--- src/rtl/mips_cpu_lsu.sv ---
// mips_cpu_lsu -- load/store unit between the multicycle MIPS32 core and an
// Avalon-MM master port. Instruction fetch shares the same request port.
//
// The core issues one request at a time (req_valid && req_ready) and waits for
// a one-cycle resp_valid pulse. Accepted requests go IDLE -> BUS -> RESP -> IDLE,
// or IDLE -> RESP directly when the request is rejected (illegal op, misaligned).
//
// Ports
//   clk, rst            clock; synchronous active-high reset
//   req_valid/req_ready core request handshake (ready only while idle)
//   req_op              0 LW,1 LH,2 LHU,3 LB,4 LBU,5 LWL,6 LWR,7 SW,8 SH,9 SB,10 FETCH
//   req_addr            byte address
//   req_wdata           store data (rt)
//   req_rt_old          current rt, merge source for LWL/LWR
//   resp_valid          one-cycle completion pulse
//   resp_rdata          load/fetch result, 0 for stores and errors
//   resp_err            misaligned, illegal op or bus timeout
//   address/read/write/waitrequest/writedata/byteenable/readdata  Avalon-MM master
//
// Parameters
//   TIMEOUT_CYCLES  consecutive waitrequest cycles before the transfer is aborted
//                   (0 disables the timeout)
//   ALIGN_CHECK     1: misaligned word/half accesses are errors; 0: the offending
//                   low address bits are treated as zero
module mips_cpu_lsu #(
  parameter int TIMEOUT_CYCLES = 256,
  parameter bit ALIGN_CHECK    = 1'b1
) (
  input  logic        clk,
  input  logic        rst,
  input  logic        req_valid,
  output logic        req_ready,
  input  logic [3:0]  req_op,
  input  logic [31:0] req_addr,
  input  logic [31:0] req_wdata,
  input  logic [31:0] req_rt_old,
  output logic        resp_valid,
  output logic [31:0] resp_rdata,
  output logic        resp_err,
  output logic [31:0] address,
  output logic        read,
  output logic        write,
  input  logic        waitrequest,
  output logic [31:0] writedata,
  output logic [3:0]  byteenable,
  input  logic [31:0] readdata
);

  localparam logic [3:0] OP_LW    = 4'd0;
  localparam logic [3:0] OP_LH    = 4'd1;
  localparam logic [3:0] OP_LHU   = 4'd2;
  localparam logic [3:0] OP_LB    = 4'd3;
  localparam logic [3:0] OP_LBU   = 4'd4;
  localparam logic [3:0] OP_LWL   = 4'd5;
  localparam logic [3:0] OP_LWR   = 4'd6;
  localparam logic [3:0] OP_SW    = 4'd7;
  localparam logic [3:0] OP_SH    = 4'd8;
  localparam logic [3:0] OP_SB    = 4'd9;
  localparam logic [3:0] OP_FETCH = 4'd10;

  // Wait counter only needs to reach TIMEOUT_CYCLES-1.
  localparam int              CW       = (TIMEOUT_CYCLES < 2) ? 1 : $clog2(TIMEOUT_CYCLES);
  localparam logic [CW-1:0]   TMO_LAST = CW'(TIMEOUT_CYCLES - 1);
  localparam bit              TMO_EN   = (TIMEOUT_CYCLES != 0);

  typedef enum logic [1:0] {
    ST_IDLE = 2'd0,
    ST_BUS  = 2'd1,
    ST_RESP = 2'd2
  } state_t;

  state_t        state_r, state_s;
  logic [3:0]    op_r, op_s;
  logic [1:0]    lane_r, lane_s;
  logic [31:0]   rt_r, rt_s;
  logic [CW-1:0] cnt_r, cnt_s;
  logic          req_ready_r, req_ready_s;
  logic          resp_valid_r, resp_valid_s;
  logic          resp_err_r, resp_err_s;
  logic [31:0]   resp_rdata_r, resp_rdata_s;
  logic [31:0]   address_r, address_s;
  logic          read_r, read_s;
  logic          write_r, write_s;
  logic [31:0]   writedata_r, writedata_s;
  logic [3:0]    byteenable_r, byteenable_s;

  function automatic logic is_store(input logic [3:0] op);
    return (op == OP_SW) || (op == OP_SH) || (op == OP_SB);
  endfunction

  function automatic logic is_misaligned(input logic [3:0] op, input logic [1:0] n);
    logic r;
    case (op)
      OP_LW, OP_SW, OP_FETCH: r = (n != 2'b00);
      OP_LH, OP_LHU, OP_SH:   r = n[0];
      default:                r = 1'b0;
    endcase
    return r;
  endfunction

  // Lane actually used for the access; with alignment checking off the
  // offending low bits are cleared instead of raising an error.
  function automatic logic [1:0] eff_lane(input logic [3:0] op, input logic [1:0] n);
    logic [1:0] r;
    if (!ALIGN_CHECK) begin
      case (op)
        OP_LW, OP_SW, OP_FETCH: r = 2'b00;
        OP_LH, OP_LHU, OP_SH:   r = {n[1], 1'b0};
        default:                r = n;
      endcase
    end else begin
      r = n;
    end
    return r;
  endfunction

  function automatic logic [3:0] store_be(input logic [3:0] op, input logic [1:0] n);
    logic [3:0] r;
    case (op)
      OP_SB:   r = 4'b0001 << n;
      OP_SH:   r = n[1] ? 4'b1100 : 4'b0011;
      default: r = 4'b1111;
    endcase
    return r;
  endfunction

  function automatic logic [31:0] store_data(input logic [3:0] op, input logic [31:0] d);
    logic [31:0] r;
    case (op)
      OP_SB:   r = {4{d[7:0]}};
      OP_SH:   r = {2{d[15:0]}};
      default: r = d;
    endcase
    return r;
  endfunction

  function automatic logic [31:0] load_result(input logic [3:0] op, input logic [1:0] n,
                                              input logic [31:0] m, input logic [31:0] rt);
    logic [7:0]  b;
    logic [15:0] h;
    logic [31:0] r;
    case (n)
      2'd0:    b = m[7:0];
      2'd1:    b = m[15:8];
      2'd2:    b = m[23:16];
      2'd3:    b = m[31:24];
      default: b = 8'h00;
    endcase
    h = n[1] ? m[31:16] : m[15:0];
    case (op)
      OP_LB:  r = {{24{b[7]}}, b};
      OP_LBU: r = {24'h000000, b};
      OP_LH:  r = {{16{h[15]}}, h};
      OP_LHU: r = {16'h0000, h};
      OP_LWL: begin
        case (n)
          2'd0:    r = {m[7:0], rt[23:0]};
          2'd1:    r = {m[15:0], rt[15:0]};
          2'd2:    r = {m[23:0], rt[7:0]};
          default: r = m;
        endcase
      end
      OP_LWR: begin
        case (n)
          2'd1:    r = {rt[31:24], m[31:8]};
          2'd2:    r = {rt[31:16], m[31:16]};
          2'd3:    r = {rt[31:8], m[31:24]};
          default: r = m;
        endcase
      end
      default: r = m;
    endcase
    return r;
  endfunction

  // Next-state and next-output logic; every output is registered below.
  always_comb begin
    state_s      = state_r;
    op_s         = op_r;
    lane_s       = lane_r;
    rt_s         = rt_r;
    cnt_s        = cnt_r;
    resp_valid_s = 1'b0;
    resp_err_s   = 1'b0;
    resp_rdata_s = 32'h0000_0000;
    address_s    = address_r;
    read_s       = read_r;
    write_s      = write_r;
    writedata_s  = writedata_r;
    byteenable_s = byteenable_r;
    case (state_r)
      ST_IDLE: begin
        if (req_valid && req_ready_r) begin
          op_s   = req_op;
          lane_s = eff_lane(req_op, req_addr[1:0]);
          rt_s   = req_rt_old;
          if ((req_op > OP_FETCH) || (ALIGN_CHECK && is_misaligned(req_op, req_addr[1:0]))) begin
            state_s      = ST_RESP;
            resp_valid_s = 1'b1;
            resp_err_s   = 1'b1;
          end else begin
            state_s      = ST_BUS;
            cnt_s        = '0;
            address_s    = {req_addr[31:2], 2'b00};
            read_s       = !is_store(req_op);
            write_s      = is_store(req_op);
            byteenable_s = is_store(req_op) ? store_be(req_op, eff_lane(req_op, req_addr[1:0]))
                                            : 4'b1111;
            writedata_s  = is_store(req_op) ? store_data(req_op, req_wdata) : 32'h0000_0000;
          end
        end else begin
          state_s = ST_IDLE;
        end
      end
      ST_BUS: begin
        if (!waitrequest) begin
          state_s      = ST_RESP;
          resp_valid_s = 1'b1;
          resp_rdata_s = read_r ? load_result(op_r, lane_r, readdata, rt_r) : 32'h0000_0000;
          read_s       = 1'b0;
          write_s      = 1'b0;
          byteenable_s = 4'b0000;
          writedata_s  = 32'h0000_0000;
        end else if (TMO_EN && (cnt_r == TMO_LAST)) begin
          state_s      = ST_RESP;
          resp_valid_s = 1'b1;
          resp_err_s   = 1'b1;
          read_s       = 1'b0;
          write_s      = 1'b0;
          byteenable_s = 4'b0000;
          writedata_s  = 32'h0000_0000;
        end else begin
          cnt_s = cnt_r + 1'b1;
        end
      end
      ST_RESP: begin
        state_s = ST_IDLE;
      end
      default: begin
        state_s = ST_IDLE;
        read_s  = 1'b0;
        write_s = 1'b0;
      end
    endcase
    req_ready_s = (state_s == ST_IDLE);
  end

  // State and output registers with synchronous reset.
  always_ff @(posedge clk) begin
    if (rst) begin
      state_r      <= ST_IDLE;
      op_r         <= 4'd0;
      lane_r       <= 2'd0;
      rt_r         <= 32'h0000_0000;
      cnt_r        <= '0;
      req_ready_r  <= 1'b0;
      resp_valid_r <= 1'b0;
      resp_err_r   <= 1'b0;
      resp_rdata_r <= 32'h0000_0000;
      address_r    <= 32'h0000_0000;
      read_r       <= 1'b0;
      write_r      <= 1'b0;
      writedata_r  <= 32'h0000_0000;
      byteenable_r <= 4'b0000;
    end else begin
      state_r      <= state_s;
      op_r         <= op_s;
      lane_r       <= lane_s;
      rt_r         <= rt_s;
      cnt_r        <= cnt_s;
      req_ready_r  <= req_ready_s;
      resp_valid_r <= resp_valid_s;
      resp_err_r   <= resp_err_s;
      resp_rdata_r <= resp_rdata_s;
      address_r    <= address_s;
      read_r       <= read_s;
      write_r      <= write_s;
      writedata_r  <= writedata_s;
      byteenable_r <= byteenable_s;
    end
  end

  assign req_ready  = req_ready_r;
  assign resp_valid = resp_valid_r;
  assign resp_err   = resp_err_r;
  assign resp_rdata = resp_rdata_r;
  assign address    = address_r;
  assign read       = read_r;
  assign write      = write_r;
  assign writedata  = writedata_r;
  assign byteenable = byteenable_r;

endmodule

--- config.mk ---
export PLATFORM = sky130hd
export DESIGN_NAME = mips_cpu_lsu
export DESIGN_NICKNAME = d
export VERILOG_FILES = /design/src/rtl/mips_cpu_lsu.sv
export SDC_FILE = /design/constraint.sdc
export NUM_CORES = 1
export LEC_CHECK = 0
export CELL_PAD_IN_SITES_DETAIL_PLACEMENT = 0
export CELL_PAD_IN_SITES_GLOBAL_PLACEMENT = 2
export CORE_ASPECT_RATIO = 1.5
export CORE_MARGIN = 2
export CORE_UTILIZATION = 27
export CTS_CLUSTER_SIZE = 8
export DETAILED_ROUTE_END_ITERATION = 7
export PLACE_DENSITY = 0.92
export SLEW_MARGIN = 10
export SYNTH_ARGS = -nofsm -noshare
export SYNTH_HDL_FRONTEND = slang
export SYNTH_SLANG_ARGS = --single-unit
--- constraint.sdc ---
create_clock -name clk -period 2.9 [get_ports clk]
set_input_delay 0.58 -clock clk [delete_from_list [all_inputs] [get_ports clk]]
set_output_delay 0.58 -clock clk [all_outputs]
set_load 0.01 [all_outputs]
==> results.json <==
{
  "run_status": "complete, no violations",
  "critPathKind": "input port to register",
  "grt_pass1_vias": 7489,
  "r2r_cells": 5,
  "synthesis.area_sq_mm": 0.007685,
  "critPathArrivalTime_ns": 2.68,
  "firstDrtPassIters": 5,
  "critPathMaxFanout": 32,
  "mostFrequentLayoutCells": "clkdlybuf4s50_1, dfxtp_1, nand2_1",
  "cts_resized": 0,
  "grt_max_degree": 96,
  "worst_slew_pin_slew_ns": 0.7781,
  "drt-total-wl_um": 27610,
  "dr.max_layer_used": "met4",
  "combPwrFrac_pct": 16.5,
  "routedLengthMet1_um": 10860,
  "std_cell_rows": 75,
  "r2r-start": "op_r[0]",
  "intPower_mw": 3.917,
  "maxSlewHeadroom_pct": 47.90,
  "ys_ff_latch": 151,
  "final_common_cell": "clkdlybuf4s50_1",
  "drc": 0,
  "ys_seq_area_share_pct": 39.34,
  "core_sq_mm": 0.02796,
  "ys_types": 53,
  "wl_met3_um": 1654,
  "fin_skew_ns": 0.008067,
  "numCtsBuffers": 17,
  "num-nets-final": 1251,
  "route.detailed.wl_per_inst_um": 18.73,
  "critical_path_required_ns": 3.21,
  "timing_hold_violations_final": 0,
  "start_util_pct": 27.48,
  "switching_power_mw": 1.405,
  "rsz0062_at_grt": "no",
  "p_leak_nw": 4.003,
  "critPathLaunch": "req_op[2]",
  "port_buffers": 238,
  "hold_class": "register to register",
  "hpwl_um": 19470,
  "grt_antenna_before_repair": 1,
  "cts_setup_buffers": 0,
  "r2r-end": "resp_rdata[12]",
  "drv_cap": 0,
  "drive_above_1_share_pct": 9.760,
  "crit_end": "writedata[18]",
  "synthCells": 910,
  "clk_latency_ns": 0.43,
  "power-per-cell-area_mw_per_mm2": 482.0,
  "die_x_um": 141.8,
  "finalCriticalPeriod_ns": 2.371,
  "num_io_pins": 241,
  "synth_area_leaders": "dfxtp_1, mux2i_1, a21oi_1",
  "clock_path_buffers": 2,
  "synthArstFlopShare_pct": 0,
  "dr_total_vias": 7575,
  "grt_pass1_wl_um": 42280,
  "overflow": 0,
  "cts_tree": "yes",
  "syn2layout_area_growth_pct": 43.68,
  "synth_top_area_share_pct": 39.34,
  "vias_per_cell": 5.139,
  "pwr-share-seq_pct": 41.0,
  "synth-edff-count": 0,
  "endpoint_kind": "register",
  "critPathLaunchType": "input port",
  "switching_share_pct": 26.40,
  "final.period_utilization_pct": 81.77,
  "fmax_mhz": 421.7,
  "wl_met2_um": 14280,
  "ir_drop_uv": 378.2,
  "reg2reg_slack_ns": 0.73,
  "drtAntennaViolNets": 0,
  "finalSetupViolCount": 0,
  "synth-main-ff-cell": "dfxtp_1",
  "yosys_warnings": 0,
  "postCtsHoldBufs": 0,
  "die_height_um": 210.6,
  "slew_viol_final": 0,
  "synth_top_area_cell": "dfxtp_1",
  "cts_max_level": 4,
  "tns_ns": 0,
  "drt-initial-drc-count": 525,
  "total_power_mw": 5.322,
  "cts-root-buf": "clkbuf_16",
  "clkTransAtPathRegs_ns": 0.06,
  "p_clk_share_pct": 42.6,
  "syn_avg_cell_area_sq_um": 8.445,
  "dieArea_sq_mm": 0.02986,
  "gp_congestion": 0.8158,
  "cts.sinks": 151,
  "track_usage_pct": 18.15
}
## synthesized netlist by cell type (all sizes together), types with 7 or more instances
cell	count
dfxtp	151
buf	26
nand2b	13
mux2	35
a21oi	96
a221oi	9
nor3	11
mux2i	86
o22ai	19
a211oi	8
nor2	92
o31ai	16
nand3	16
o221a	13
o21ai	57
o41ai	8
a31oi	7
clkbuf	57
nand4b	33
nand2	109
## state kept, by name, indices dropped and copies added, names as in the netlist
| signal | cells |
|---|---|
| cnt_r | 8 |
| byteenable | 4 |
| rt_r | 32 |
| lane_r | 2 |
| resp_err | 1 |
| resp_valid | 1 |
| resp_rdata | 32 |
| write | 1 |
| state_r | 2 |
| op_r | 4 |
| read | 1 |
| address | 30 |
| req_ready | 1 |
| writedata | 32 |
## final cells by class
cell class | instances | area [sq um]
fill | 2847 | 16920
multi-input combinational | 674 | 4323
sequential | 151 | 3025
timing repair buffer | 267 | 2660
clock buffer | 25 | 495.5
tap | 346 | 432.9
clock inverter | 7 | 91.34
inverter | 3 | 11.26
antenna | 1 | 2.502
## layer usage
metal  GRT usage, %  vias to the layer above
li1               -                     3706
met1          20.97                     3562
met2          32.16                      267
met3          4.466                       40
met4          6.931                        0
met5              0                        -
## kinds of logic (layout without fill, tap and decap cells)
logic type      Yosys count  in the layout  synth area share (%)
simple gates            300            300                 19.00
compound gates          248            248                 19.98
flops                   151            151                 39.34
mux                     122            122                 16.62
buf+inv                  86            302                 4.738
fa+ha+maj                 1              1                0.1628
other cells               1              3               0.04880
xor+xnor                  1              1                0.1140
## through the flow
step / utilization, % / cell area [sq um] / worst slack [ns] / hold WS [ns] / std cells
finish: 39.49 / 11040 / 0.5287 / 0.4536 / 1474
global route: 39.49 / 11040 / 0.4011 / 0.4673 / 1474
CTS: 39.48 / 11040 / 0.5671 / 0.4561 / 1473
detailed placement: 37.38 / 10450 / 0.1184 / 0.4478 / 1441
global placement: 37.38 / 10450 / 0.1914 / 0.4423 / 1441
floorplan: - / 7689 / 0.7519 / 0.4357 / 911
## power groups by stage
stage	combinational [mW]	clock, mW	sequential (mW)
after floorplan	0.448	0	2.22
after global placement	0.870	0	2.23
after detailed placement	0.873	0	2.23
after CTS	0.880	2.32	2.18
after global routing	0.952	2.40	2.19
final	0.876	2.27	2.18
## how the worst min path moves through the flow
| stage | start | to | slack, ns | depth (start not counted) |
|---|---|---|---|---|
| global placement | rt_r[31] | rt_r[31] | 0.44 | 2 |
| floorplan | rt_r[25] | rt_r[25] | 0.44 | 2 |
| finish | rt_r[2] | rt_r[2] | 0.45 | 2 |
| detailed placement | rt_r[2] | rt_r[2] | 0.45 | 2 |
| CTS | rt_r[2] | rt_r[2] | 0.46 | 2 |
| global route | rt_r[30] | rt_r[30] | 0.47 | 2 |
## critical path, stage by stage
cell             delay (ns)
clkdlybuf4s50_1        0.67
nor3b_1                0.09
a21oi_1                0.18
nand4_1                0.31
and2_0                 0.29
buf_12                 0.18
o41ai_1                0.38
(Power assumes the default switching activity.)
